**src/rtl/sub_compare_pipe.sv**
```systemverilog
// Two-stage 32-bit subtractor/comparator: diff, eq, signed and unsigned less-than.
// The borrow chain is cut at bit 16; the low half resolves in stage 1, the high half in stage 2.
module sub_compare_pipe (
   input  logic        clk,
   input  logic        reset,
   input  logic        in_valid,
   output logic        in_ready,
   input  logic [31:0] a,
   input  logic [31:0] b,
   output logic        out_valid,
   input  logic        out_ready,
   output logic [31:0] diff,
   output logic        eq,
   output logic        lt_s,
   output logic        lt_u
);

   logic        adv;
   logic        s1_valid;
   logic [15:0] s1_lo;
   logic        s1_bor;
   logic [15:0] s1_ahi;
   logic [15:0] s1_bhi;
   logic        s1_as;
   logic        s1_bs;
   logic [16:0] lo_sub;
   logic [16:0] hi;

   // Both stages share one stall: the pipe moves only when the output slot frees up.
   assign adv      = !out_valid || out_ready;
   assign in_ready = adv;

   assign lo_sub = {1'b0, a[15:0]} - {1'b0, b[15:0]};
   assign hi     = {1'b0, s1_ahi} - {1'b0, s1_bhi} - {16'd0, s1_bor};

   always_ff @(posedge clk) begin
      if (reset) begin
         s1_valid <= 1'b0;
         s1_lo    <= 16'd0;
         s1_bor   <= 1'b0;
         s1_ahi   <= 16'd0;
         s1_bhi   <= 16'd0;
         s1_as    <= 1'b0;
         s1_bs    <= 1'b0;
      end else if (adv) begin
         s1_valid <= in_valid;
         s1_lo    <= lo_sub[15:0];
         s1_bor   <= lo_sub[16];
         s1_ahi   <= a[31:16];
         s1_bhi   <= b[31:16];
         s1_as    <= a[31];
         s1_bs    <= b[31];
      end
   end

   // Differing signs decide signed order directly; otherwise the result sign does.
   always_ff @(posedge clk) begin
      if (reset) begin
         out_valid <= 1'b0;
         diff      <= 32'd0;
         eq        <= 1'b0;
         lt_s      <= 1'b0;
         lt_u      <= 1'b0;
      end else if (adv) begin
         out_valid <= s1_valid;
         diff      <= {hi[15:0], s1_lo};
         eq        <= (hi[15:0] == 16'd0) && (s1_lo == 16'd0);
         lt_s      <= (s1_as != s1_bs) ? s1_as : hi[15];
         lt_u      <= hi[16];
      end
   end

endmodule

```
**config.mk**
```make
export PLATFORM = sky130hd
export DESIGN_NAME = sub_compare_pipe
export DESIGN_NICKNAME = d
export VERILOG_FILES = /design/src/rtl/sub_compare_pipe.sv
export SDC_FILE = /design/constraint.sdc
export NUM_CORES = 1
export LEC_CHECK = 0
export CORE_UTILIZATION = 31
export DETAILED_ROUTE_END_ITERATION = 8
export GPL_TIMING_DRIVEN = 0
export PLACE_DENSITY = 0.54
export SLEW_MARGIN = 5
export SYNTH_ARGS = -nofsm -noshare
export SYNTH_HDL_FRONTEND = slang
export SYNTH_SLANG_ARGS = --single-unit
export TNS_END_PERCENT = 1
```
**constraint.sdc**
```tcl
create_clock -name clk -period 8 [get_ports clk]
set_input_delay 1.6 -clock clk [delete_from_list [all_inputs] [get_ports clk]]
set_output_delay 1.6 -clock clk [all_outputs]
set_load 0.005 [all_outputs]
```
==> results of run 1 <==
per-layer routing:
metal,up-vias,share of wire (%),track usage (%)
met5,-,0,0
met4,0,2.0,6.159
met3,17,4.6,3.589
met2,94,45,29.16
met1,2208,48,23.65
li1,2437,-,-
worst paths after layout:
kind,end,slack (ps)
setup / recovery,in_ready,2870
hold / removal,diff[7],450
setup reg to reg,eq,4520
hold reg to reg,diff[7],450
cell usage in the layout (no fill, tap or decap), drive strengths merged, types with 11 or more instances in the layout:
cell / n
nor2: 27
inv: 75
ha: 46
a21oi: 87
dfxtp: 86
clkbuf: 35
nand3: 13
o21ai: 14
nand2: 149
clkdlybuf4s50: 104
a211oi: 11
nor3: 14
xnor2: 11
o21a: 11
logic make-up (layout without fill, tap and decap cells):
logic type | count (synthesis) | count (layout)
and+or+nand+nor | 244 | 244
buffers and inverters | 103 | 223
DFF | 86 | 86
adders and majority gates | 49 | 49
AOI/OAI and AO/OA | 157 | 157
xor gates and xnor gates | 18 | 18
stage by stage:
step                      hold slack (ps)  utilization, %
final                               451.4           42.77
after global routing                463.9           42.77
after CTS                           455.5           42.77
after detailed placement            445.8           40.67
after global placement              441.5           40.67
after floorplan                     431.9               -
area by class of cell:
| class | instances | share of cell area, % |
|---|---|---|
| Buffer | 28 | 1.599 |
| Clock buffer | 9 | 3.426 |
| Clock inverter | 7 | 1.485 |
| Inverter | 75 | 4.282 |
| Multi-Input combinational cell | 468 | 43.17 |
| Sequential cell | 86 | 26.19 |
| Tap cell | 211 | 4.016 |
| Timing Repair Buffer | 104 | 15.84 |
state kept, by name (all words and copies together) (netlist names):
name       count
s1_bhi        16
s1_valid       1
s1_ahi        16
out_valid      1
s1_bor         1
lt_s           1
s1_lo         16
lt_u           1
diff          32
eq             1
worst register-to-register path, stage by stage (launching register included):
cell                        delay, ps
sky130_fd_sc_hd__dfxtp_1          310
sky130_fd_sc_hd__inv_1            120
sky130_fd_sc_hd__fa_1             240
sky130_fd_sc_hd__inv_1             60
sky130_fd_sc_hd__fa_1             500
sky130_fd_sc_hd__or4b_1           450
sky130_fd_sc_hd__nor4_2           160
sky130_fd_sc_hd__o2111ai_1        160
sky130_fd_sc_hd__or4_1            440
sky130_fd_sc_hd__nor4_2           250
sky130_fd_sc_hd__nand4_1          130
sky130_fd_sc_hd__or4_1            440
sky130_fd_sc_hd__o21ai_1          140
power by group through the flow:
| stage | Sequential, uW | Clock, uW | Combinational, uW |
|---|---|---|---|
| 3_3_place_gp | 521 | 0 | 398 |
| 6_report | 512 | 457 | 403 |
| 5_1_grt | 518 | 482 | 452 |
| 3_5_place_dp | 522 | 0 | 402 |
| 2_1_floorplan | 513 | 0 | 244 |
| 4_1_cts | 512 | 466 | 404 |
==> out/qor_table.md, run 1 <==
| Metric | This run | Unit |
|:---|:---|:---|
| Status | complete, no violations | - |
| Dominant synthesized flop cell | sky130_fd_sc_hd__dfxtp_1 | - |
| Remaining global-route overflow | 0 | - |
| Synthesized cell area | 4946 | sq um |
| Source of the worst register-to-register timing path | s1_bor | - |
| Sequential cell area fraction in the yosys report | 34.81 | % |
| Share of async-settable or async-resettable flops after synthesis | 0 | % |
| Clock tree root buffer cell | sky130_fd_sc_hd__clkbuf_16 | - |
| Source-to-sink clock delay at the later pin of the worst-skew pair | 350 | ps |
| Number of endpoints with negative hold slack in the final report | 0 | - |
| Worst Max-Slew Pin Slew | 716.9 | ps |
| Layout Cells excl Fill | 988 | - |
| Total number of H-tree levels | 3 | - |
| DIE AREA | 16460 | sq um |
| Leakage power total | 0.002801 | uW |
| Fin area | 6574 | sq um |
| Critical path's slowest cell | sky130_fd_sc_hd__clkdlybuf4s50_1 | - |
| Kind of cell with the highest combined delay on the critical path | buffers and inverters | - |
| Complex-gate fraction of the synthesized area | 19.28 | % |
| Largest net degree at the start of global routing | 16 | - |
| Unique masters post-synth | 50 | - |
| Maximum vdd drop | 145.1 | uV |
| Highest fanout seen on the critical path | 10 | - |
| Deepest clock path buffer count | 2 | - |
| Number of flops mapped to enable cells by yosys | 0 | - |
| WL final | 13.86 | mm |
| Sequential cell area | 1722 | sq um |
| Setup WS post-layout | 2871 | ps |
| Number of nets in the final layout | 889 | - |
| Floorplan row count | 45 | - |
| Number of I/O pins | 105 | - |
| Library cell with the highest instance count after synthesis | sky130_fd_sc_hd__nand2_1 | - |
| Adder-Cell Fraction of Synth Area | 12.85 | % |
| Final Total Pwr | 1371 | uW |
| HP Class | flip-flop to flip-flop | - |
| Largest family of logic cells by synthesized area | simple AND/OR/NAND/NOR gates | - |
| Setup CP Type | primary input to output port | - |
| Element type at the critical path start | primary input | - |
| Per-instance average area after synthesis | 7.528 | sq um |
| Worst path arrival time | 3530 | ps |
| Power density relative to cell area | 208.6 | nW/um^2 |
| Hold path cells | 2 | - |
| Part of the power in combinational logic | 29.4 | % |
| Setup TNS Final | 0 | ps |
| Number of resized instances in the post-cts repair step | 0 | - |
| Max-slew violations | 0 | - |
| Library cell with the largest summed area after synthesis | sky130_fd_sc_hd__dfxtp_1 | - |
| Overall die width | 128.3 | um |
| Period Utilization, post-route | 64.11 | % |
| Setup repair after global routing missed its margin | false | - |
| Initial Util | 32.18 | % |
| R2r worst-path depth | 12 | - |
| Multiplexer share of the synthesized area | 0 | % |
| Count of synthesis-stage warnings from yosys | 0 | - |
| Switching Share | 30.50 | % |
| Count of hold buffers inserted by post-cts repair | 0 | - |
| IO buf count | 104 | - |
| Stages on the worst setup path | 5 | - |
| Main area contributors after synthesis | sky130_fd_sc_hd__dfxtp_1 (35%), sky130_fd_sc_hd__ha_1 (12%), sky130_fd_sc_hd__nand2_1 (11%) | - |
| HPWL after detailed placement | 10.98 | mm |
| Cell-internal power | 953.0 | uW |
| Fraction of power consumed by sequential logic | 37.3 | % |
| Cell total after placement | 972 | - |
| Antenna violations before repair | 0 | - |
| Last weighted congestion value of the routability-driven placer | 0.8434 | - |
| Area growth, synth to finish | 32.91 | % |
| Max-slew headroom at the worst pin | 52.21 | % |
| Filler Cells Inserted | 1571 | - |
| Net switching power figure | 418.3 | uW |
| First-pass GRT wire length | 22.84 | mm |
| Number of buffers and inverters on the critical path | 4 | - |
| Largest stage delay on the critical path | 630 | ps |
| Placeable Area | 15370 | sq um |
| # clock sinks | 86 | - |
| Setup-failing EPs final | 0 | - |
| Via count of the first global-routing pass | 4650 | - |
| Vertical extent of the die | 128.3 | um |
| Portion of total power attributed to the clock network | 33.3 | % |
| DRC violation total after the first TritonRoute iteration | 321 | - |
| Area share of the leading cell type in the synthesized netlist | 34.81 | % |
| Critical path capture point type | output port | - |
| Wire length per cell | 14.03 | um |
| TritonCTS buffer count | 9 | - |
| Area share of xor/xnor cells in the synthesized design | 3.187 | % |
| Drt via density | 4.814 | - |
| Seq cells post-synth | 86 | - |
| Drt drc | 0 | - |
| Max Cap Viol | 0 | - |
| Worst clock skew | 5.028 | ps |
| Net count after synthesis | 774 | - |
| Ordered list of cells on the worst path | clkdlybuf4s50_1 -> nor2b_1 -> inv_2 -> clkbuf_1 -> clkdlybuf4s50_1 | - |
| Post-CTS Setup Repair Bufs | 0 | - |
| Clock tree from TritonCTS | built | - |
| Synthesized instance count | 657 | - |
| Crit path time final | 5129 | ps |
| Worst setup startpoint | out_ready | - |
| Commonest cells in the synthesized netlist | sky130_fd_sc_hd__nand2_1 (149), sky130_fd_sc_hd__a21oi_1 (87), sky130_fd_sc_hd__dfxtp_1 (86) | - |
| Required time of the critical path | 6400 | ps |
| Critical Path Most Common Cell | sky130_fd_sc_hd__clkdlybuf4s50_1 | - |
| Number of nets with antenna violations after routing | 0 | - |
| Worst Setup Slack post-DPL | 2850 | ps |
| Diode insertion count for antenna repair | 0 | - |
| Share of cells above drive strength 1 | 2.960 | % |
| Post-detailed-placement cell area | 6251 | sq um |
| Vias | 4756 | - |
| GRT Total Usage | 17.94 | % |
| Total area of multi-input combinational cells | 2838 | sq um |
| Clock Pin Slew Worst Setup and Hold Paths | 60 | ps |
| Worst hold start | diff[7] | - |
| Synthesized-area fraction occupied by and/or/nand/nor cells | 22.06 | % |
| Pre-antenna DRT Iters | 4 | - |
| Maximum clock frequency | 0.1950 | GHz |
Power figures use the tool's default switching activity.
==> run 2, diff against run 1 <==
--- a/config.mk
+++ b/config.mk
@@ -8,7 +8,7 @@
 export CORE_UTILIZATION = 31
 export DETAILED_ROUTE_END_ITERATION = 8
 export GPL_TIMING_DRIVEN = 0
-export PLACE_DENSITY = 0.54
+export PLACE_DENSITY = 0.56
 export SLEW_MARGIN = 5
 export SYNTH_ARGS = -nofsm -noshare
 export SYNTH_HDL_FRONTEND = slang
==> constraint.sdc (replaced) <==
create_clock -name clk -period 4.6 [get_ports clk]
set_input_delay 0.92 -clock clk [delete_from_list [all_inputs] [get_ports clk]]
set_output_delay 0.92 -clock clk [all_outputs]
set_load 0.005 [all_outputs]
==> run 2 against run 1 <==
  * Die area is the same
  * Register-to-register slack lost 3300 ps
  * Non-clock buffer count is the same
  * Critical path depth is the same
  * Global-route usage shrank 0.24 points
  * Sequential cell count is the same
  * Clock power grew 53%
  * Total power grew 67%
  * First-iteration DRC count shrank 0.62%
  * Combinational power grew 73%
  * Critical endpoint unchanged
  * Highest routed layer unchanged
==> out/qor_table.md, run 2 (synthesis gave the netlist of run 1 again) <==
| Metric | This run | Unit | Change |
|:---|:---|:---|:---|
| Status | complete, no violations | - |  |
| Element type at the critical path start | primary input | - |  |
| Max-slew violations | 0 | - | unchanged |
| Final Total Pwr | 2290 | uW | +67% |
| Pre-antenna DRT Iters | 4 | - | unchanged |
| Worst path arrival time | 2800 | ps | -730 ps |
| Vertical extent of the die | 128.3 | um | unchanged |
| Ordered list of cells on the worst path | clkdlybuf4s50_1 -> nor2b_1 -> inv_2 -> clkbuf_1 -> clkdlybuf4s50_1 | - |  |
| Remaining global-route overflow | 0 | - | unchanged |
| Number of endpoints with negative hold slack in the final report | 0 | - | unchanged |
| Setup CP Type | primary input to output port | - |  |
| Number of nets with antenna violations after routing | 0 | - | unchanged |
| Clock tree root buffer cell | sky130_fd_sc_hd__clkbuf_16 | - |  |
| Share of cells above drive strength 1 | 2.960 | % | unchanged |
| Power density relative to cell area | 350.5 | nW/um^2 | +68% |
| Number of resized instances in the post-cts repair step | 0 | - | unchanged |
| Vias | 4727 | - | -0.61% |
| Diode insertion count for antenna repair | 0 | - | unchanged |
| Number of I/O pins | 105 | - | unchanged |
| Clock Pin Slew Worst Setup and Hold Paths | 70 | ps | about the same |
| HPWL after detailed placement | 10.94 | mm | -0.37% |
| Count of hold buffers inserted by post-cts repair | 0 | - | unchanged |
| Setup WS post-layout | 884.2 | ps | -1987 ps |
| Overall die width | 128.3 | um | unchanged |
| WL final | 13.93 | mm | +0.49% |
| Setup TNS Final | 0 | ps | unchanged |
| Largest stage delay on the critical path | 620 | ps | about the same |
| Commonest non-fill, non-tap cells in the layout | sky130_fd_sc_hd__nand2_1 (149), sky130_fd_sc_hd__clkdlybuf4s50_1 (104), sky130_fd_sc_hd__a21oi_1 (87), sky130_fd_sc_hd__dfxtp_1 (86), sky130_fd_sc_hd__inv_1 (73) | - |  |
| Most common cell after layout, fill and taps aside | sky130_fd_sc_hd__nand2_1 | - |  |
| Cell total after placement | 972 | - | unchanged |
| Required time of the critical path | 3680 | ps | -2720 ps |
| Worst Setup Slack post-DPL | 850.3 | ps | -2000 ps |
| Setup-failing EPs final | 0 | - | unchanged |
| Critical Path Most Common Cell | sky130_fd_sc_hd__clkdlybuf4s50_1 | - |  |
| Largest net degree at the start of global routing | 17 | - | +1 |
| Leakage power total | 0.002778 | uW | -0.83% |
| Max reg flops | 32 | - | unchanged |
| Filler Cells Inserted | 1601 | - | +1.9% |
| Setup repair after global routing missed its margin | false | - |  |
| Most flops, register | diff | - |  |
| Worst Max-Slew Pin Slew | 661.8 | ps | -55.13 ps |
| First-pass GRT wire length | 22.69 | mm | -0.63% |
| IO buf count | 104 | - | unchanged |
| Number of nets in the final layout | 889 | - | unchanged |
| R2r worst-path depth | 12 | - | unchanged |
| Deepest clock path buffer count | 2 | - | unchanged |
| Highest fanout seen on the critical path | 10 | - | unchanged |
| Wire length per cell | 14.10 | um | +0.49% |
| Maximum vdd drop | 197.9 | uV | +36% |
| Crit path time final | 3716 | ps |  |
| Source-to-sink clock delay at the later pin of the worst-skew pair | 350 | ps | about the same |
| Floorplan row count | 45 | - | unchanged |
| # clock sinks | 86 | - | unchanged |
| Initial Util | 32.18 | % | unchanged |
| Last weighted congestion value of the routability-driven placer | 0.8689 | - | +3.0% |
| Utilization of the core after routing | 42.51 | % | -0.26 points |
| Critical path capture point type | output port | - |  |
| Total number of H-tree levels | 3 | - | unchanged |
| Layout Cells excl Fill | 988 | - | unchanged |
| GRT Total Usage | 17.70 | % | -0.24 points |
| Period Utilization, post-route | 80.78 | % |  |
| Maximum clock frequency | 0.2691 | GHz |  |
| Max Cap Viol | 0 | - | unchanged |
| Placeable Area | 15370 | sq um | unchanged |
| Hold path cells | 2 | - | unchanged |
| Drt drc | 0 | - | unchanged |
| TritonCTS buffer count | 9 | - | unchanged |
| Area growth, synth to finish | 32.10 | % |  |
| Antenna violations before repair | 0 | - | unchanged |
| DRC violation total after the first TritonRoute iteration | 319 | - | -0.62% |
| Drt via density | 4.784 | - | -0.61% |
| Clock tree from TritonCTS | built | - |  |
| HP Class | flip-flop to flip-flop | - |  |
| DIE AREA | 16460 | sq um | unchanged |
| Via count of the first global-routing pass | 4667 | - | +0.37% |
| Post-CTS Setup Repair Bufs | 0 | - | unchanged |
| Max-slew headroom at the worst pin | 55.88 | % | +3.7 points |
| Worst clock skew | 6.043 | ps | +1.015 ps |
| Critical path's slowest cell | sky130_fd_sc_hd__clkdlybuf4s50_1 | - |  |
## run 2: cell types whose count changed in the layout (fill, tap and decap cells not counted), sizes merged
cell / before / now
bufinv: 2 / 0
clkinvlp: 2 / 3
inv: 75 / 76
## run 2: stage by stage
stage          hold slack [ps]  area [sq um]
2_1_floorplan            431.9          4946
3_3_place_gp             441.5          6251
3_5_place_dp             447.5          6251
4_1_cts                  457.1          6534
5_1_grt                  472.6          6534
6_report                 452.3          6534
## run 2: cell type report
class / instances / area (sq um) / area share (%)
well taps: 211 / 264.0 / 4.041
inverters: 75 / 281.5 / 4.309
clock buffers: 9 / 225.2 / 3.447
plain buffers: 28 / 105.1 / 1.609
clock inverters: 7 / 57.56 / 0.8809
flip-flops and latches: 86 / 1722 / 26.35
repair buffers: 104 / 1041 / 15.93
multi-input cells: 468 / 2838 / 43.43
## run 2: worst max-delay path: cells and delay by family
family | cells | cell delay, ps
buffers and inverters | 4 | 1780
and+or+nand+nor | 1 | 90
## run 2: path summary, 6_finish.rpt
path	slack [ps]	from	end
worst max-delay path	880	out_ready	in_ready
worst min-delay path	450	diff[6]	diff[6]
worst max register to register	1180	s1_bor	eq
worst min register to register	450	diff[6]	diff[6]
## run 2: per-layer routing
layer	vias to the layer above	track usage (%)	part of all wire, %
met5	-	0	0
met1	2176	23.90	49
met4	0	4.844	1.0
met2	102	28.90	45
li1	2436	-	-
met3	13	3.214	4.8
## run 2: where the power goes
group	total, uW	leakage, uW	switching [uW]	internal [uW]
logic	699	0.00194	350	350
registers	891	0.000714	60.7	830
clock network	700	0.000129	328	372
total	2290	0.00278	739	1550
==> RTL edit, RTL diff (settings of run 2) <==
Make the reset (`reset`) asynchronous in 2 clocked blocks.
--- a/src/rtl/sub_compare_pipe.sv
+++ b/src/rtl/sub_compare_pipe.sv
@@ -33,7 +33,7 @@
    assign lo_sub = {1'b0, a[15:0]} - {1'b0, b[15:0]};
    assign hi     = {1'b0, s1_ahi} - {1'b0, s1_bhi} - {16'd0, s1_bor};
 
-   always_ff @(posedge clk) begin
+   always_ff @(posedge clk or posedge reset) begin
       if (reset) begin
          s1_valid <= 1'b0;
          s1_lo    <= 16'd0;
@@ -54,7 +54,7 @@
    end
 
    // Differing signs decide signed order directly; otherwise the result sign does.
-   always_ff @(posedge clk) begin
+   always_ff @(posedge clk or posedge reset) begin
       if (reset) begin
          out_valid <= 1'b0;
          diff      <= 32'd0;
Function: differs if reset is asserted again (counterexample within 4 cycles, from zero or initial values and one cycle with reset high); with reset held inactive, the same outputs for 10 cycles.
==> RTL edit against run 2 <==
- global-route usage down 1.3 points
- core utilization rose by 0.27 points
- total power rose by 31%
- setup slack worse by 0.40 ns
- die area increased by 0.65%
- via count fell by 10%
- maximum frequency is 9.6% lower
- final area increased by 1.0%
- highest routed layer unchanged
- final cell count shrank 8.4%
- count of clock-buffer cells in the layout rose by 3
- routed wire length decreased by 9.2%
- clock skew is 0.0022 ns higher
- area after synthesis increased by 0.66%
- sequential cell count did not move
==> RTL edit: results (changes against run 2) <==
[critical_path]
regToRegSetupSlack_ns=1.37  ; +0.19 ns
timing.rr.end=eq$_DFFE_PP0P_
r2r-start=s1_bor$_DFFE_PP0P_
reg2reg_depth=12  ; unchanged
crit_family=buffers and inverters
critPathCapture=in_ready
cp_max_fo=10  ; unchanged

[synth]
ys_async_sr_fraction=1.000  ; +1.000
synthFlopType=dfrtp_1
ys_seq_area_frac=0.4323  ; +0.08418
synth-edff-count=0  ; unchanged
synth_common_cells=145 x nand2_1, 86 x dfrtp_1, 72 x inv_1
synth.distinct_cells=47  ; -6.0%
synth_fp_nets=690  ; -11%
synth-warning-count=0  ; unchanged
netlist_instances=573  ; -13%
synthTopCellsByArea=dfrtp_1 43%, ha_1 12%, nand2_1 11%, inv_1 5.4%, o21ai_0 3.7%

[placement]
placedCellCount=889  ; -8.5%
dpl_cell_area_sq_um=6314  ; +1.0%
io_buffer_count=104  ; unchanged
place.gp.congestion=0.8383  ; -3.5%
hpwl_um=9801  ; -10%
dp_slack_ns=0.4318  ; -0.4186 ns

[global_routing]
grt_use_met3=0.03825  ; +0.006117
grt_max_degree=59  ; +42
grt_util_met1=0.2137  ; -0.02528
met2_usage=0.2709  ; -0.01812
grt_pass1_wl_um=20840  ; -8.2%
grtUsageTotal=0.1637  ; -0.01333
grt_pass1_vias=4248  ; -9.0%

[clock_network]
insertion_delay_ns=0.34
cts_max_path_buffers=2  ; unchanged
cts_resized=0  ; unchanged

[finish]
diodes=0  ; unchanged
stdcell_count=905  ; -8.4%
drive_above_1_share=0.03890  ; +0.009304
nets=806  ; -9.3%

[detailed_routing]
top_layer=met4
drt-pass1-iter-count=4  ; unchanged
dr_wl_met3_um=704  ; +4.8%
m1WireLength_um=5845  ; -14%
wl_met2_um=5948  ; -6.0%
drtIter0Drc=222  ; -30%
wl_um=12640  ; -9.2%
viasPerCell=4.676  ; -2.3%

[pwr]
p_leak_nw=3.128  ; +13%
irDropWorstVdd_v=0.0002011  ; +1.6%

[timing]
finClkSkew_ns=0.008278  ; +0.002235 ns
fmax_mhz=243.3  ; -9.6%
tightestPinTransition_ns=0.7621  ; +0.1004 ns
hold_ws_ns=0.4601  ; +0.007839 ns

[min_path]
worstHoldEndpoint=s1_valid$_DFFE_PP0P_
hp-start=s1_valid$_DFFE_PP0P_
min_path_type=flop to flop

[run_status]
outcome=completed

RTL edit: cell count changes after synthesis, moves of 8 or more:
cell             run 2  this run
o21ai_0              9        37
a21oi_1             87        23
clkbuf_1            26        15
nand3_1             13         5
dfxtp_1             86         0
dfrtp_1              0        86
RTL edit: final cells by class:
cell class	instances	area (sq um)
repair buffers	105	1069
inverters	72	272.8
flip-flops and latches	86	2152
well taps	211	264.0
clock inverters	4	30.03
plain buffers	19	71.32
multi-input cells	396	2485
clock buffers	12	256.5
fillers	1545	8827
RTL edit: logic make-up after synthesis:
group / Yosys count / share of synthesized area
adders and majority gates: 49 / 0.1277
DFF: 86 / 0.4323
xor gates and xnor gates: 24 / 0.04222
AOI/OAI and AO/OA: 105 / 0.1362
buffers and inverters: 91 / 0.06861
and+or+nand+nor: 215 / 0.1862
muxes: 3 / 0.006785
RTL edit: power breakdown:
part	leakage (nW)	internal, mW	switching [mW]
Clock	0.139	0.398	0.305
Combinational	1.97	0.604	0.604
Sequential	1.02	0.952	0.139
Total	3.13	1.95	1.05
